<file path="config.mk">
export PLATFORM = sky130hd
export DESIGN_NAME = serdes_reconfig_master
export DESIGN_NICKNAME = d
export VERILOG_FILES = /design/src/rtl/serdes_reconfig_pkg.sv /design/src/rtl/serdes_reconfig_wdog.sv /design/src/rtl/serdes_reconfig_master.sv
export SDC_FILE = /design/constraint.sdc
export NUM_CORES = 1
export LEC_CHECK = 0
export ABC_AREA = 1
export CAP_MARGIN = 20
export CELL_PAD_IN_SITES_DETAIL_PLACEMENT = 0
export CELL_PAD_IN_SITES_GLOBAL_PLACEMENT = 2
export CORE_ASPECT_RATIO = 1.5
export CORE_MARGIN = 2
export CORE_UTILIZATION = 28
export CTS_BUF_LIST = sky130_fd_sc_hd__clkbuf_8
export DETAILED_ROUTE_END_ITERATION = 6
export GPL_TIMING_DRIVEN = 1
export PLACE_DENSITY = 0.9
export SLEW_MARGIN = 20
export SYNTH_ARGS = -nofsm -noshare
export SYNTH_HDL_FRONTEND = slang
export SYNTH_SLANG_ARGS = --single-unit
</file>
<file path="constraint.sdc">
create_clock -name reconfig_clk -period 3.3 [get_ports reconfig_clk]
set_input_delay 0.66 -clock reconfig_clk [delete_from_list [all_inputs] [get_ports reconfig_clk]]
set_output_delay 0.66 -clock reconfig_clk [all_outputs]
set_load 0.02 [all_outputs]
</file>
<file path="src/rtl/serdes_reconfig_pkg.sv">
// Shared definitions for the SERDES reconfiguration master.
// Contents: bus/field widths, command op encodings, FSM state enum, the
// timeout read-data marker and the read-modify-write merge helper.
package serdes_reconfig_pkg;

  localparam int unsigned CH_W   = 1;
  localparam int unsigned OFS_W  = 10;
  localparam int unsigned ADDR_W = 11;
  localparam int unsigned DATA_W = 32;

  typedef enum logic [1:0] {
    OpRead  = 2'b00,
    OpWrite = 2'b01,
    OpRmw   = 2'b10,
    OpRsvd  = 2'b11
  } op_e;

  typedef enum logic [2:0] {
    StIdle    = 3'd0,
    StCalWait = 3'd1,
    StRd      = 3'd2,
    StWr      = 3'd3,
    StResp    = 3'd4
  } state_e;

  // Returned in rsp_rdata when an access is dropped by the watchdog.
  localparam logic [DATA_W-1:0] TIMEOUT_RDATA = 32'hDEAD_BEEF;

  // Bits selected by mask come from the new data, the rest keep their old value.
  function automatic logic [DATA_W-1:0] rmw_merge(input logic [DATA_W-1:0] rdata,
                                                  input logic [DATA_W-1:0] wdata,
                                                  input logic [DATA_W-1:0] mask);
    return (rdata & ~mask) | (wdata & mask);
  endfunction

  // First bus state for an op; reserved ops skip the bus and respond with an error.
  function automatic state_e first_access(input op_e op);
    state_e st;
    case (op)
      OpRead, OpRmw: st = StRd;
      OpWrite:       st = StWr;
      default:       st = StResp;
    endcase
    return st;
  endfunction

endpackage

</file>
<file path="src/rtl/serdes_reconfig_wdog.sv">
// Access watchdog for the SERDES reconfiguration master.
// Counts consecutive stalled cycles of one bus access and flags expiry on the
// LIMIT-th one, so the master can drop the access in that same cycle.
// Ports:
//   clk, rst : clock, synchronous active-high reset
//   run      : a bus access (read or write strobe) is active this cycle
//   stall    : the slave holds waitrequest this cycle
//   expired  : this is the LIMIT-th consecutive stalled cycle
module serdes_reconfig_wdog #(
  parameter int unsigned LIMIT = 1024
) (
  input  logic clk,
  input  logic rst,
  input  logic run,
  input  logic stall,
  output logic expired
);

  localparam int unsigned CntW = (LIMIT > 1) ? $clog2(LIMIT) : 1;

  // Number of stalled cycles already seen in the current access.
  logic [CntW-1:0] cnt_q;

  assign expired = run && stall && (cnt_q == CntW'(LIMIT - 1));

  always_ff @(posedge clk) begin
    if (rst) begin
      cnt_q <= '0;
    end else if (run && stall && !expired) begin
      cnt_q <= cnt_q + 1'b1;
    end else begin
      cnt_q <= '0;
    end
  end

endmodule

</file>
<file path="src/rtl/serdes_reconfig_master.sv">
// Command-driven Avalon-MM master for transceiver reconfiguration registers.
// Accepts read / write / read-modify-write commands, optionally holds them off
// while the target channel is calibrating, runs the bus accesses and returns a
// one-cycle response.
// Optional feature: define SERDES_RECONFIG_TIMEOUT_EN to drop accesses that
// stall for TIMEOUT_CYCLES consecutive cycles (error response, rdata DEADBEEF).
// Ports:
//   reconfig_clk, reconfig_reset     : clock, synchronous active-high reset
//   cmd_valid/cmd_ready              : command handshake (ready only when idle)
//   cmd_op/ch/offset/wdata/mask      : command fields
//   cal_busy                         : per-channel calibration busy
//   reconfig_read/write/address/
//   writedata/readdata/waitrequest   : Avalon-MM master port
//   rsp_valid/rsp_rdata/rsp_err      : completion pulse, read data, error
module serdes_reconfig_master
  import serdes_reconfig_pkg::*;
#(
  parameter int unsigned TIMEOUT_CYCLES = 1024,
  parameter bit          CAL_WAIT       = 1'b1
) (
  input  logic                reconfig_clk,
  input  logic                reconfig_reset,
  input  logic                cmd_valid,
  output logic                cmd_ready,
  input  logic [1:0]          cmd_op,
  input  logic [CH_W-1:0]     cmd_ch,
  input  logic [OFS_W-1:0]    cmd_offset,
  input  logic [DATA_W-1:0]   cmd_wdata,
  input  logic [DATA_W-1:0]   cmd_mask,
  input  logic [2**CH_W-1:0]  cal_busy,
  output logic                reconfig_write,
  output logic                reconfig_read,
  output logic [ADDR_W-1:0]   reconfig_address,
  output logic [DATA_W-1:0]   reconfig_writedata,
  input  logic [DATA_W-1:0]   reconfig_readdata,
  input  logic                reconfig_waitrequest,
  output logic                rsp_valid,
  output logic [DATA_W-1:0]   rsp_rdata,
  output logic                rsp_err
);

  if (TIMEOUT_CYCLES == 0) begin : g_bad_timeout
    $error("TIMEOUT_CYCLES must be at least 1");
  end

  state_e              state_q, state_d;
  op_e                 op_q, op_d;
  logic [ADDR_W-1:0]   addr_q, addr_d;
  logic [DATA_W-1:0]   wdata_q, wdata_d;
  logic [DATA_W-1:0]   mask_q, mask_d;
  logic [DATA_W-1:0]   rdata_q, rdata_d;
  logic [DATA_W-1:0]   rsp_rdata_q, rsp_rdata_d;
  logic                err_q, err_d;
  // Turnaround cycle between the read and write halves of a read-modify-write:
  // the FSM sits in StWr with both strobes low.
  logic                gap_q, gap_d;

  logic [CH_W-1:0]     cur_ch;
  op_e                 launch_op;
  state_e              launch_st;
  logic                expired;

  assign cur_ch    = addr_q[ADDR_W-1 -: CH_W];
  // In idle the command is still on the inputs; afterwards it is latched.
  assign launch_op = (state_q == StIdle) ? op_e'(cmd_op) : op_q;
  assign launch_st = first_access(launch_op);

  always_comb begin
    state_d     = state_q;
    op_d        = op_q;
    addr_d      = addr_q;
    wdata_d     = wdata_q;
    mask_d      = mask_q;
    rdata_d     = rdata_q;
    rsp_rdata_d = rsp_rdata_q;
    err_d       = err_q;
    gap_d       = gap_q;

    unique case (state_q)
      StIdle: begin
        if (cmd_valid) begin
          op_d    = op_e'(cmd_op);
          addr_d  = {cmd_ch, cmd_offset};
          wdata_d = cmd_wdata;
          mask_d  = cmd_mask;
          err_d   = 1'b0;
          gap_d   = 1'b0;
          if (CAL_WAIT) begin
            state_d = StCalWait;
          end else begin
            state_d = launch_st;
            if (launch_st == StResp) begin
              err_d       = 1'b1;
              rsp_rdata_d = '0;
            end
          end
        end
      end

      StCalWait: begin
        if (!cal_busy[cur_ch]) begin
          state_d = launch_st;
          if (launch_st == StResp) begin
            err_d       = 1'b1;
            rsp_rdata_d = '0;
          end
        end
      end

      StRd: begin
        if (expired) begin
          state_d     = StResp;
          err_d       = 1'b1;
          rsp_rdata_d = TIMEOUT_RDATA;
        end else if (!reconfig_waitrequest) begin
          rdata_d = reconfig_readdata;
          if (op_q == OpRmw) begin
            wdata_d = rmw_merge(reconfig_readdata, wdata_q, mask_q);
            gap_d   = 1'b1;
            state_d = StWr;
          end else begin
            rsp_rdata_d = reconfig_readdata;
            state_d     = StResp;
          end
        end
      end

      StWr: begin
        if (gap_q) begin
          gap_d = 1'b0;
        end else if (expired) begin
          state_d     = StResp;
          err_d       = 1'b1;
          rsp_rdata_d = TIMEOUT_RDATA;
        end else if (!reconfig_waitrequest) begin
          state_d     = StResp;
          // A read-modify-write reports the value it found before modifying it.
          rsp_rdata_d = (op_q == OpRmw) ? rdata_q : '0;
        end
      end

      StResp: begin
        state_d = StIdle;
      end

      default: begin
        state_d = StIdle;
      end
    endcase
  end

  always_ff @(posedge reconfig_clk) begin
    if (reconfig_reset) begin
      state_q     <= StIdle;
      op_q        <= OpRead;
      addr_q      <= '0;
      wdata_q     <= '0;
      mask_q      <= '0;
      rdata_q     <= '0;
      rsp_rdata_q <= '0;
      err_q       <= 1'b0;
      gap_q       <= 1'b0;
    end else begin
      state_q     <= state_d;
      op_q        <= op_d;
      addr_q      <= addr_d;
      wdata_q     <= wdata_d;
      mask_q      <= mask_d;
      rdata_q     <= rdata_d;
      rsp_rdata_q <= rsp_rdata_d;
      err_q       <= err_d;
      gap_q       <= gap_d;
    end
  end

  assign cmd_ready          = (state_q == StIdle);
  assign reconfig_read      = (state_q == StRd);
  assign reconfig_write     = (state_q == StWr) && !gap_q;
  assign reconfig_address   = addr_q;
  assign reconfig_writedata = wdata_q;
  assign rsp_valid          = (state_q == StResp);
  assign rsp_err            = (state_q == StResp) && err_q;
  assign rsp_rdata          = rsp_rdata_q;

`ifdef SERDES_RECONFIG_TIMEOUT_EN
  serdes_reconfig_wdog #(
    .LIMIT (TIMEOUT_CYCLES)
  ) u_wdog (
    .clk     (reconfig_clk),
    .rst     (reconfig_reset),
    .run     (reconfig_read || reconfig_write),
    .stall   (reconfig_waitrequest),
    .expired (expired)
  );
`else
  assign expired = 1'b0;
`endif

endmodule
</file>
### Word-level counts from Yosys, hierarchy flattened

Cells that the tools add are included.

| storage, ports and cells | value |
|---|---|
| register bits after elaboration | 146 |
| bits of input ports | 115 |
| output and inout port bits | 80 |
| word-level logic and storage cells | 78 |

| cells by class | value |
|---|---|
| $lt $le $gt $ge | 1 |
| equality and inequality tests | 16 |
| mux-type cells | 30 |
| bitwise gates (word level) | 5 |
| reductions and logical operators | 17 |

Operators by type and width:

| operator | count |
|---|---|
| $mux 32 | 10 |
| $pmux 32 s3 | 1 |
| $and 32x32->32 | 2 |
| $pmux 32 s2 | 1 |
| $not 32->32 | 1 |
| $or 32x32->32 | 1 |
| $mux 3 | 6 |
| $ne 2x2->1 const B | 7 |
| $pmux 3 s4 | 1 |
| $reduce_and 4->1 | 3 |
| $mux 1 | 7 |
| $reduce_and 7->1 | 1 |
| $eq 3x2->1 const B | 2 |
| $eq 3x3->1 const B | 2 |
| $pmux 3 s2 | 1 |
| $reduce_bool 3->1 | 2 |
| $reduce_and 5->1 | 1 |
| $eq 2x2->1 const B | 2 |
| $reduce_and 2->1 | 2 |
| $reduce_bool 2->1 | 2 |
| $eq 3x1->1 const B | 1 |
| $logic_not 3->1 | 1 |
| $pmux 1 s3 | 1 |
| $eq 2x1->1 const B | 1 |
| other kinds (9) | 10 |

### Logic depth before layout (Yosys ltp)

| logic depth | value |
|---|---|
| depth after elaboration | 9 |
| gate-level depth with buffers | 12 |
| gate-level depth less buffers | 9 |

### Least setup slack after synthesis

No wires, ideal clock.

| timing path | value |
|---|---|
| path kind | flip-flop to output port |
| start | reg state_q[0] |
| end | out rsp_err |
| arrival time | 1.138 ns |
| data required time | 2.640 ns |
| setup slack | 1.502 ns |
| stages on the path, launching flop included | 3 |
| path buffers | 1 |
| cells stage by stage | dfxtp_1 > buf_2 > nor4_1 |

| between the ends | value |
|---|---|
| cells in the longest elaborated chain, start to end | 2 |

Ends and longest elaborated chain:

| element | line | text |
|---|---|---|
| start, declared | serdes_reconfig_master.sv:46 | `state_e state_q, state_d;` |
| start signal, assigned | serdes_reconfig_master.sv:154 | `state_q <= StIdle;` |
| start signal, assigned | serdes_reconfig_master.sv:164 | `state_q <= state_d;` |
| $eq 3x3->1 | serdes_reconfig_master.sv:182 | `assign rsp_err = (state_q == StResp) && err_q;` |
| $logic_and 1x1->1 | serdes_reconfig_master.sv:182 |  |
| end, declared | serdes_reconfig_master.sv:39 | `output logic rsp_err` |

Every way passes these cells.

### Final worst setup path

| timing path | value |
|---|---|
| start | reg state_q[0] |
| end | out reconfig_write |

| between the ends | value |
|---|---|
| cells in the longest elaborated chain, start to end | 2 |

Ends and longest elaborated chain:

| element | line | text |
|---|---|---|
| $eq 3x2->1 | serdes_reconfig_master.sv:178 | `assign reconfig_write = (state_q == StWr) && !gap_q;` |
| $logic_and 1x1->1 | serdes_reconfig_master.sv:178 |  |
| end, declared | serdes_reconfig_master.sv:31 | `output logic reconfig_write,` |

Every way passes these cells.

==> impl_results.md <==
- # nets final: 1240
- Place WS: 0.7413 ns
- CTS resizes: 0
- Worst flop-to-flop path endpoint: rdata_q[31]
- Flop pwr share: 0.334
- I/O Buffers: 194
- Main synth FF type: dfxtp_1
- Register area share after synthesis: 0.4418
- CP bufs+invs: 2
- Crit path max-delay family: buffers and inverters
- Minimum clock period: 2.826 ns
- Sw frac: 0.4026
- WL per Instance: 15.99 um
- Slew Limit Fails: 0
- Setup Viol. Count Final: 0
- Power consumption: 7.383 mW
- Mapped cell area: 0.006615 mm^2
- Crit Path Class: flop to primary output
- Initial Util: 0.2858
- Layout cells sized above 1: 0.05898
- YS warnings: 0
- Fin crit share: 0.8564
- DRC: 0
- Setup_tns: 0 ns
- P&R area growth vs syn: 40.17%
- Final Hold Fails: 0
- CTS root buf: clkbuf_8
- Via count: 6777
- RSZ-0062 raised after global routing: no
- ANT nets after route: 0
- Initial antenna violation count: 1
- Die span in y: 192.3 um
- Iter 0 DRT Violations: 316
- Row cnt: 68
- Post-CTS Setup Inserts: 0
- Clk slew on worst S/H paths: 0.08 ns
- Worst r2r path cells: 7
- Vias in the first global route: 6519
- R2r startpoint: state_q[0]
- Worst slew margin: 0.4129
- Placed inst area: 0.008823 mm^2
- Worst-Margin Slew: 0.8806 ns
- Sinks on Clock Net: 146
- Worst-Skew Late Latency: 0.46 ns
- Clk buf depth: 2
- Post-Route Skew: 0.01272 ns
- Mapped Cells: 968
- Logic gate share of total power: 0.445
- Hold WC Path Type: flop to flop
- CP Capture Point: reconfig_write
- Asr flop ratio synth: 0
- Cts bufs inserted: 17
- Final cell count without fillers: 1452
- Syn nets: 1083
- Die footprint: 0.02490 mm^2
- P per Cell Area: 796.2 mW/mm^2
- Drt total wl: 23220 um
- Sw Pwr: 2.973 mW
- Via density: 4.667
- GR Overflow Total: 0
- Clock power frac: 0.221
- Slack of the worst reg-to-reg path: 0.88 ns
- Placed cell count: 1421
- Final WS setup: 0.4739 ns
- Internal: 4.411 mW
- Largest net degree at the start of global routing: 82
- Crit. Startpoint: state_q[0]
- Worst path arrival time: 2.17 ns
- Slowest CP cell: clkdlybuf4s50_1
- CP Cell Sequence: inv_2 > nor3_1 > clkdlybuf4s50_1
- CTS tree: yes
- # hold bufs at CTS: 0
- Highest Clock Rate: 353.8 MHz
- Die Wd: 129.5 um
- Post-synthesis register bit count: 146
- DP HPWL: 15890 um
- IR Drop Worst-Case VDD: 437.7 uV
- Critical path depth: 3
- Avg Cell Area, Syn: 6.834 um^2
- Max stage delay on crit path: 0.68 ns
- I/O Pins: 195
- Crit path required time: 2.64 ns
- P_leak: 3.418 nW
- Crit-path max FO: 8
- Number of distinct library cells after synthesis: 23
- Status: finished clean
- Gpl congestion: 0.7882
- Core area: 0.02314 mm^2
- Setup crit end kind: primary output
- Critical Path Start Type: flop
- First-pass detailed-route iteration total: 4
- Final instance area: 0.009273 mm^2
- First-pass GRT wire length: 35620 um
- Total Routing Usage GR: 0.1877
- EDFF count, synth: 0
- H-Tree Depth: 4
- Max_cap viols: 0
[cell type report]
cell class	count	area, um^2
well taps	315	394.1
flip-flops and latches	146	2923
clock buffers	19	261.5
clock inverters	11	185.2
fillers	2514	13870
repair buffers	212	2135
inverters	60	225.2
multi-input cells	688	3147
diodes	1	2.502
[worst min-delay path by stage]
stage                      startpoint     endpoint  slack (ns)  cells after the start
after detailed placement   rdata_q[4]   rdata_q[4]        0.44                      2
after global placement     rdata_q[6]   rdata_q[6]        0.44                      2
after global routing       rdata_q[0]   rdata_q[0]        0.47                      2
after CTS                 rdata_q[11]  rdata_q[11]        0.45                      2
after floorplan            rdata_q[0]   rdata_q[0]        0.43                      2
final                      rdata_q[2]   rdata_q[2]        0.45                      2
[cell usage in the layout, fill, tap and decap left out]
master / count
o21ai_1: 11
nand3_1: 64
clkinvlp_4: 2
a21oi_1: 145
and2_1: 1
diode_2: 1
buf_12: 5
clkbuf_8: 19
nor2_1: 67
a22oi_1: 32
nand2_1: 275
clkdlybuf4s50_1: 193
nor3_2: 1
nand2_2: 3
nor3_1: 2
nand3b_1: 1
inv_1: 55
nor4_1: 1
nor2_4: 2
o21ai_2: 1
dfxtp_1: 146
buf_4: 13
buf_2: 1
inv_2: 5
nor2_2: 5
bufinv_16: 5
clkinv_2: 4
o21ai_0: 76
nor2_8: 1
[cell families (layout without fill, tap and decap cells)]
kind of cell | Yosys count | after routing | share of synthesized area
AOI/OAI and AO/OA | 265 | 265 | 0.2132
buffers and inverters | 134 | 302 | 0.08511
DFF | 146 | 146 | 0.4418
other | 0 | 1 | 0
and+or+nand+nor | 423 | 423 | 0.2599
[metrics by stage]
step                        util  hold WS (ns)
final                     0.4007        0.4523
after global routing      0.4006        0.4698
after CTS                 0.4006        0.4546
after detailed placement  0.3813        0.4424
after global placement    0.3813        0.4366
after floorplan                -        0.4300
[layer usage]
layer | routed length, um | share of wire | up-vias | track usage
met2 | 12040 | 0.52 | 179 | 0.3344
met4 | 776 | 0.033 | 2 | 0.08437
met3 | 1189 | 0.051 | 39 | 0.04353
met1 | 9197 | 0.40 | 3080 | 0.2108
li1 | - | - | 3477 | -
met5 | 13 | 0.00056 | - | 0
[synth_stat cells (2+ instances only)]
cell,instances,area [um^2]
buf_4,8,60.06
nand2_1,277,1040
nor2_2,6,37.54
o21ai_1,11,55.05
o21ai_0,76,380.4
clkbuf_1,41,153.9
inv_1,56,210.2
nor2_1,68,255.2
inv_2,4,15.01
buf_2,24,120.1
nor3_1,2,10.01
nand3_1,64,320.3
dfxtp_1,146,2923
a21oi_1,145,725.7
a22oi_1,32,240.2
[worst reg2reg max path: cells and delay by family (launching register included)]
family	cells	cell delay, ns
AO/OA/AOI/OAI	2	0.25
buffers and inverters	3	0.99
AND/OR/NAND/NOR	2	0.61
flip-flops	1	0.51
[power by group through the flow]
stage	sequential (mW)	combinational, mW	clock [mW]
after floorplan	2.79	1.72	0
after global placement	2.51	3.31	0
final	2.47	3.28	1.63
after CTS	2.47	3.34	1.68
after global routing	2.52	3.66	1.74
after detailed placement	2.51	3.33	0
Power figures use the tool's default switching activity.
